--- src/rtl/router_src_arbiter_pkg.sv ---
// Shared router definitions: byte width, header field positions,
// and the source arbiter state encoding.
package router_src_arbiter_pkg;

   localparam int DATA_W   = 8;
   localparam int ADDR_LSB = 0;
   localparam int ADDR_MSB = 1;
   localparam int LEN_LSB  = 2;
   localparam int LEN_MSB  = 7;
   localparam int LEN_W    = LEN_MSB - LEN_LSB + 1;

   typedef enum logic [1:0] {
      IDLE,
      XFER,
      PARITY,
      GAP
   } arb_state_t;

endpackage

--- src/rtl/router_src_arbiter_if.sv ---
// Source-side and router-side signals of the packet arbiter.
// slave = arbiter view, master = sources/router view.
interface router_src_arbiter_if #(
   parameter int NUM_SRC = 4
);
   import router_src_arbiter_pkg::*;

   logic [NUM_SRC-1:0]        src_pkt_valid;
   logic [NUM_SRC*DATA_W-1:0] src_data;
   logic [NUM_SRC-1:0]        src_ready;
   logic                      busy;
   logic                      pkt_valid;
   logic [DATA_W-1:0]         data_in;
   logic [NUM_SRC-1:0]        grant;
   logic                      arb_busy;
   logic                      len_err;

   modport slave (
      input  src_pkt_valid, src_data, busy,
      output src_ready, pkt_valid, data_in,
      output grant, arb_busy, len_err
   );

   modport master (
      output src_pkt_valid, src_data, busy,
      input  src_ready, pkt_valid, data_in,
      input  grant, arb_busy, len_err
   );

endinterface

--- src/rtl/router_src_arbiter_rr_pick.sv ---
// Combinational round-robin pick: first requester after 'last',
// wrapping; one-hot grant plus its index.
module router_src_arbiter_rr_pick #(
   parameter int N  = 4,
   parameter int IW = $clog2(N)
) (
   input  logic [N-1:0]  req,
   input  logic [IW-1:0] last,
   output logic [N-1:0]  gnt,
   output logic [IW-1:0] idx,
   output logic          any
);

   always_comb begin
      int j;
      gnt = '0;
      idx = last;
      any = 1'b0;
      j   = 0;
      for (int k = 1; k <= N; k++) begin
         j = int'(last) + k;
         if (j >= N) j = j - N;
         if (!any && req[j]) begin
            any    = 1'b1;
            gnt[j] = 1'b1;
            idx    = IW'(j);
         end
      end
   end

endmodule

--- src/rtl/router_src_arbiter.sv ---
// Packet round-robin arbiter: NUM_SRC sources onto the router input.
// Grant held header..parity, then a fixed gap before rearbitration.
module router_src_arbiter
   import router_src_arbiter_pkg::*;
#(
   parameter int NUM_SRC = 4,
   parameter int GAP_CYC = 2
) (
   input logic clock,
   input logic resetn,
   router_src_arbiter_if.slave bus
);

   localparam int IW = $clog2(NUM_SRC);
   localparam int GW = $clog2(GAP_CYC + 1);
   localparam logic [IW-1:0] LAST_RST = IW'(NUM_SRC - 1);

   arb_state_t state, state_n;

   logic [NUM_SRC-1:0] grant_q, pick_gnt;
   logic [IW-1:0]      last, pick_idx;
   logic               pick_any;
   logic [LEN_W-1:0]   exp_len, pay_cnt;
   logic               pay_ovf, hdr_seen;
   logic [GW-1:0]      gap_cnt, gap_dec;
   logic               cur_valid;
   logic [DATA_W-1:0]  cur_data;
   logic               acc_x, acc_p;

   router_src_arbiter_rr_pick #(
      .N  (NUM_SRC),
      .IW (IW)
   ) u_pick (
      .req  (bus.src_pkt_valid),
      .last (last),
      .gnt  (pick_gnt),
      .idx  (pick_idx),
      .any  (pick_any)
   );

   assign cur_valid = bus.src_pkt_valid[last];
   assign cur_data  = bus.src_data[last*DATA_W +: DATA_W];
   assign gap_dec   = (gap_cnt != '0) ? gap_cnt - GW'(1) : '0;

   always_ff @(posedge clock or negedge resetn) begin
      if (!resetn) state <= IDLE;
      else         state <= state_n;
   end

   // A valid drop in XFER is not a beat; the parity byte is taken in PARITY.
   always_comb begin
      state_n = state;
      acc_x   = 1'b0;
      acc_p   = 1'b0;
      unique case (state)
         IDLE:   if (!bus.busy && pick_any) state_n = XFER;
         XFER:   if (!cur_valid) state_n = PARITY;
                 else acc_x = !bus.busy;
         PARITY: if (!bus.busy) begin
                    acc_p   = 1'b1;
                    state_n = GAP;
                 end
         GAP:    if (gap_dec == '0 && !bus.busy) state_n = IDLE;
         default: state_n = IDLE;
      endcase
   end

   always_ff @(posedge clock or negedge resetn) begin
      if (!resetn) begin
         grant_q  <= '0;
         last     <= LAST_RST;
         exp_len  <= '0;
         pay_cnt  <= '0;
         pay_ovf  <= 1'b0;
         hdr_seen <= 1'b0;
         gap_cnt  <= '0;
      end else begin
         if (state == IDLE && state_n == XFER) begin
            grant_q  <= pick_gnt;
            last     <= pick_idx;
            exp_len  <= '0;
            pay_cnt  <= '0;
            pay_ovf  <= 1'b0;
            hdr_seen <= 1'b0;
         end
         if (acc_x) begin
            if (!hdr_seen) begin
               hdr_seen <= 1'b1;
               exp_len  <= cur_data[LEN_MSB:LEN_LSB];
            end else if (pay_cnt == '1) begin
               pay_ovf <= 1'b1;
            end else begin
               pay_cnt <= pay_cnt + LEN_W'(1);
            end
         end
         if (acc_p) begin
            grant_q <= '0;
            gap_cnt <= GW'(GAP_CYC);
         end else if (state == GAP) begin
            gap_cnt <= gap_dec;
         end
      end
   end

   assign bus.src_ready = grant_q & {NUM_SRC{acc_x | acc_p}};
   assign bus.pkt_valid = (state == XFER) && cur_valid;
   assign bus.data_in   = (state == XFER || state == PARITY) ? cur_data : '0;
   assign bus.grant     = grant_q;
   assign bus.arb_busy  = (state != IDLE);
   assign bus.len_err   = acc_p && (pay_ovf || pay_cnt != exp_len);

endmodule

--- src/flat_wrapper.sv ---
// flat-port wrapper written by rule: the top's interface ports become plain ports
module router_src_arbiter_flat import router_src_arbiter_pkg::*;
#(
   parameter int NUM_SRC = 4,
   parameter int GAP_CYC = 2
)
  (clock, resetn, bus_src_pkt_valid, bus_src_data, bus_busy, bus_src_ready, bus_pkt_valid, bus_data_in, bus_grant, bus_arb_busy, bus_len_err);
  router_src_arbiter_if #(.NUM_SRC(NUM_SRC)) bus_i ();
  input logic clock;
  input logic resetn;
  input wire logic [$bits(bus_i.src_pkt_valid)-1:0] bus_src_pkt_valid;
  input wire logic [$bits(bus_i.src_data)-1:0] bus_src_data;
  input wire logic [$bits(bus_i.busy)-1:0] bus_busy;
  output wire logic [$bits(bus_i.src_ready)-1:0] bus_src_ready;
  output wire logic [$bits(bus_i.pkt_valid)-1:0] bus_pkt_valid;
  output wire logic [$bits(bus_i.data_in)-1:0] bus_data_in;
  output wire logic [$bits(bus_i.grant)-1:0] bus_grant;
  output wire logic [$bits(bus_i.arb_busy)-1:0] bus_arb_busy;
  output wire logic [$bits(bus_i.len_err)-1:0] bus_len_err;
  assign bus_i.src_pkt_valid = bus_src_pkt_valid;
  assign bus_i.src_data = bus_src_data;
  assign bus_i.busy = bus_busy;
  assign bus_src_ready = bus_i.src_ready;
  assign bus_pkt_valid = bus_i.pkt_valid;
  assign bus_data_in = bus_i.data_in;
  assign bus_grant = bus_i.grant;
  assign bus_arb_busy = bus_i.arb_busy;
  assign bus_len_err = bus_i.len_err;
  router_src_arbiter #(.NUM_SRC(NUM_SRC), .GAP_CYC(GAP_CYC)) u_core (.clock(clock), .resetn(resetn), .bus(bus_i));
endmodule
--- config.mk ---
export PLATFORM = sky130hd
export DESIGN_NAME = router_src_arbiter_flat
export DESIGN_NICKNAME = d
export VERILOG_FILES = /design/src/rtl/router_src_arbiter_pkg.sv /design/src/rtl/router_src_arbiter_if.sv /design/src/rtl/router_src_arbiter_rr_pick.sv /design/src/rtl/router_src_arbiter.sv /design/src/flat_wrapper.sv
export SDC_FILE = /design/constraint.sdc
export NUM_CORES = 1
export LEC_CHECK = 0
export CAP_MARGIN = 20
export CORE_AREA = 2 2 75 77
export CTS_BUF_LIST = sky130_fd_sc_hd__clkbuf_4 sky130_fd_sc_hd__clkbuf_8
export CTS_CLUSTER_SIZE = 40
export DETAILED_ROUTE_END_ITERATION = 16
export DIE_AREA = 0 0 77 79
export PLACE_DENSITY = 0.71
export SLEW_MARGIN = 5
export SYNTH_ARGS = -nofsm -noshare
export SYNTH_HDL_FRONTEND = slang
export SYNTH_SLANG_ARGS = --single-unit
--- constraint.sdc ---
create_clock -name clock -period 6.5 [get_ports clock]
set_input_delay 0.975 -clock clock [delete_from_list [all_inputs] [get_ports clock]]
set_output_delay 0.975 -clock clock [all_outputs]
set_load 0.03 [all_outputs]
* Word level (Yosys, flattened, before mapping)
Index checks and enable logic that the tools add are counted.
Storage, ports and cells: register bits 24, input port bits 39, output and inout port bits 19, word-level logic and storage cells 136
Cells by class: add/sub/neg operators 10, order comparisons 13, equality and inequality tests 6, shifts and indexed selects 1, multiplexer cells 67, bitwise operators 5, reduce and logical (&&, ||, !) cells 26
Operators by type and width (number):
- $ge 32x1->1 const B | 4
- $lt 32x4->1 const B | 4
- $mux 32 | 4
- $mux 6 | 7
- $ge 32x4->1 const B | 1
- $shiftx 32x6->8 | 1
- $sub 32x4->32 const B | 1
- $mux 1 | 28
- $mux 4 | 6
- $mux 2 | 11
- $logic_and 1x1->1 | 12
- $or 4x4->4 | 3
- $bmux 1 s2 | 5
- $demux 1 s2 | 4
- $mux 8 | 1
- $pmux 2 s4 | 1
- $reduce_bool 2->1 | 4
- $sub 3x3->4 const B | 2
- $add 2x2->3 const B | 2
- $add 6x1->6 const B | 1
- $eq 6x6->1 const B | 1
- $ge 3x3->1 const B | 2
- $ne 6x6->1 | 1
- $sub 4x3->5 const B | 1
- other kinds (14) | 21

* Depth between registers and ports, before layout
word-level depth 25, gate-level depth with buffers 10, gate-level depth less buffers 7

* Hierarchy
From an unflattened synthesis, not the netlist that was laid out.
Unflattened totals: cell total of the unflattened synthesis 239, area total of the unflattened synthesis 2192.1 µm²
Modules (own cells, without submodules):
- router_src_arbiter | times used 1, cells each 164, area each 1635.3 µm², sequential area each 603.1 µm²
- router_src_arbiter_rr_pick | times used 1, cells each 75, area each 556.8 µm², sequential area each 0.0 µm²

* Worst setup path before layout
Ideal clock, no wire load.
path type in2out, start point in bus_src_pkt_valid[2], end point out bus_src_ready[0], data arrival time 2157 ps, data required time 5525 ps, slack 3368 ps, stages 5, path buffers 1, path through buf_4 mux4_2 nand2_1 a21o_1 nor2b_1
Between the ends: word-level cells in the longest chain between the ends 6
RTL lines:
- start: declaration | RTL line flat_wrapper.sv:11 | input wire logic [$bits(bus_i.src_pkt_valid)-1:0] bus_src_pkt_valid;
- $bmux 1 s2 | RTL line router_src_arbiter.sv:41 | assign cur_valid = bus.src_pkt_valid[last];
- $mux 1 (not written as such) | RTL line router_src_arbiter.sv:41
- $mux 1 | RTL line router_src_arbiter.sv:57 | XFER: if (!cur_valid) state_n = PARITY;
- $mux 1 | RTL line router_src_arbiter.sv:55 | unique case (state)
- $or 1x1->1 | RTL line router_src_arbiter.sv:105 | assign bus.src_ready = grant_q & {NUM_SRC{acc_x | acc_p}};
- $and 4x4->4 | RTL line router_src_arbiter.sv:105
- end: declaration | RTL line flat_wrapper.sv:14 | output wire logic [$bits(bus_i.src_ready)-1:0] bus_src_ready;
Every way passes these cells. The select of a mux whose other input is x is not followed.

* Worst setup path in the final report
Same ends and word-level chain as after synthesis.

==> results.ini <==
[flow_run]
maxCapViolations=0

[finish]
layout_common_cells=clkdlybuf4s50_1 (57), dfrtp_1 (22), nand2_1 (18), ha_1 (14), inv_1 (11)
drive_gt1_share_pct=15.9
post-route-util_pct=54.6
fillCellCount=522
final_common_cell=clkdlybuf4s50_1
area_growth_pct=31.5
final_nets=325
diodes=0
final_cells=343

[place]
place_inst=338
place_hpwl_mm=3.98
place_congestion=0.857
port-buffer-count=57
dp_slack_ns=2.31

[timing]
setup_viol=0
max-slew-margin-rel_pct=56.0
finalSetupTns_ns=0
clock.fmax_mhz=238
finalHoldViolCount=0
min_period_ns=4.20
fin_ws_ns=2.30
worst_slew_pin_slew_ns=0.653
rsz0062_at_grt=false
fin_worst_skew_ns=0.00494
slew_violations=0
period_share_pct=64.6

[power_and_ir_drop]
swShare_pct=47.3
clockPowerShare_pct=9.5
leakage_nw=1.22
p_switching_w=0.000660
vdd_ir_drop_max_mv=0.200
seqPwrFrac_pct=22.4
powerDensity_nw_per_um2=480
combPwrFrac_pct=68.1
cell_internal_pwr_w=0.000737

[logic_synthesis]
synthDistinctLibCells=57
syn_inst=216
syn_nets=269
synthFlopType=dfrtp_1
synth.area.top_cells=dfrtp_1 (25%), mux4_2 (9.2%), ha_1 (7.9%)
ys_async_sr_fraction_pct=100
synth.cell_area_um2=2210
synth_edf_count=0
synth.top_cell.area_share_pct=24.9
yosysTopAreaCell=dfrtp_1
syn_avg_cell_area_um2=10.3
ys.warnings.count=0
ys_seq_elements=24
synth_seq_area_share_pct=27.2

[grt]
grt_pass1_vias=1783
grt_overflow=0
grt.total_usage_pct=17.3
grt_max_degree=25
grt_first_pass_wirelength_mm=8.60
antenna_found_initial=0

[outcome]
status=finished clean

[setup_path]
cpLargestDelayFamily=buffers and inverters
cp_slowest_cell=clkdlybuf4s50_1
startpoint=bus_src_pkt_valid[2]
worstSetupEndpointType=output pin
reg2reg_from=u_core.last[0]
path_class=input port to output pin
reg2reg_depth=5
worst_path_most_repeated_cell=clkdlybuf4s50_1
cp_max_fo=10
cp_num_buf_inv=2
cp.arrival_ns=3.23
crit_chain=clkdlybuf4s50_1, mux4_2, nand2_1, a21o_1, nor2b_1, clkdlybuf4s50_1
critical_path.startpoint_type=input port
worstSetupEndpoint=bus_src_ready[0]
path_depth=6
worst_path_largest_cell_delay_ns=0.68
rr_endpoint=u_core.last[1]
required_ns=5.52
r2r_slack_ns=3.52

[clocking]
tritoncts_num_sinks=24
cts_buffers=3
tritoncts=built
path_clk_slew_ns=0.09
hold_buffers=0
cts_setup_buffers=0
cts_resized=0
clk_path_buf_depth=2
htree_num_levels=1
cts_root_buffer=clkbuf_8
clk_latency_ns=0.27

[route]
routed_wl_mm=5.08
vias=1851
dr.pass1.iters=8
initialDrtViolationCount=160
drc=0
ant_nets=0
viasPerCell=5.40
post_drt_wl_per_cell_um=14.8

[die]
die-width_um=77
die_h_um=79
row_count=27
dieArea_um2=6080
pin_count=58
initial_core_util_pct=41.5
core_region_area_um2=5340

[hold_path]
min_path_type=flip-flop to flip-flop

-- per-stage QoR --
step           total power, W  hold slack [ns]  area [um^2]
3_3_place_gp          0.00125            0.487         2810
6_report              0.00140            0.506         2910
3_5_place_dp          0.00126            0.489         2810
5_1_grt               0.00150            0.527         2910
2_1_floorplan        0.000999            0.465         2210
4_1_cts               0.00140            0.510         2890
-- routing by layer --
layer	vias to the layer above	routed length, um	share of wire, %	track usage (%)
li1	920	-	-	-
met1	883	2430	48	24.7
met2	48	2390	47	28.0
met3	0	259	5.1	3.07
met4	0	0	0	3.39
met5	-	0	0	0
-- sequential cells by signal, indices dropped and copies added (netlist names) --
name              cells
u_core.pay_cnt        6
u_core.last           2
u_core.exp_len        6
u_core.pay_ovf        1
u_core.state          2
u_core.hdr_seen       1
u_core.gap_cnt        2
u_core.bus.grant      4
-- cell families after synthesis --
logic type,count (synthesis),synth area share (%)
buffers and inverters,19,4.97
adder cells (fa/ha/maj),14,7.91
XOR/XNOR,7,2.77
AND/OR/NAND/NOR,80,21.0
multiplexers,18,15.4
flip-flops,24,27.2
AO/OA/AOI/OAI,54,20.7
-- synthesized netlist by cell type, types with 2 or more instances --
cell	count
o2bb2ai_1	4
nor2_1	6
mux4_2	9
xor2_1	6
or2b_1	5
a21o_1	2
nor2b_1	5
nand3_1	6
o21ai_2	9
mux4_4	2
or2_2	3
nor3_1	5
nand2b_1	2
o211a_1	4
dfrtp_1	22
a31o_2	2
a31oi_1	2
buf_2	2
a22oi_1	2
a21oi_1	5
o21ai_0	8
clkbuf_1	2
nand3b_1	5
mux2i_1	4
dfstp_2	2
mux2_2	2
inv_1	11
and2_1	8
o211ai_1	7
and2b_1	3
nand2_1	18
nand4_1	5
ha_1	14
-- worst min-delay path by stage --
stage                    start               to  slack, ns  cells past startpoint
4_1_cts        u_core.hdr_seen  u_core.hdr_seen       0.51                      1
2_1_floorplan  u_core.hdr_seen  u_core.hdr_seen       0.47                      1
3_5_place_dp   u_core.hdr_seen  u_core.hdr_seen       0.49                      1
3_3_place_gp   u_core.hdr_seen  u_core.hdr_seen       0.49                      1
6_report       u_core.hdr_seen  u_core.hdr_seen       0.51                      1
5_1_grt        u_core.hdr_seen  u_core.hdr_seen       0.53                      1
-- layout make-up --
class                           count  area, um^2  share of cell area, %
Clock buffer                        3        41.3                   1.42
Timing Repair Buffer               59         606                   20.8
Clock inverter                      1        30.0                   1.03
Multi-Input combinational cell    173        1500                   51.5
Inverter                           11        41.3                   1.42
Tap cell                           72        90.1                   3.09
Sequential cell                    24         603                   20.7
-- power groups by stage --
stage / Sequential [W] / Combinational [W] / Clock, W
floorplan: 0.000282 / 0.000717 / 0
global placement: 0.000314 / 0.000937 / 0
detailed placement: 0.000316 / 0.000948 / 0
CTS: 0.000314 / 0.000953 / 0.000136
global route: 0.000326 / 0.00103 / 0.000143
finish: 0.000313 / 0.000952 / 0.000133
(Power assumes the default switching activity.)
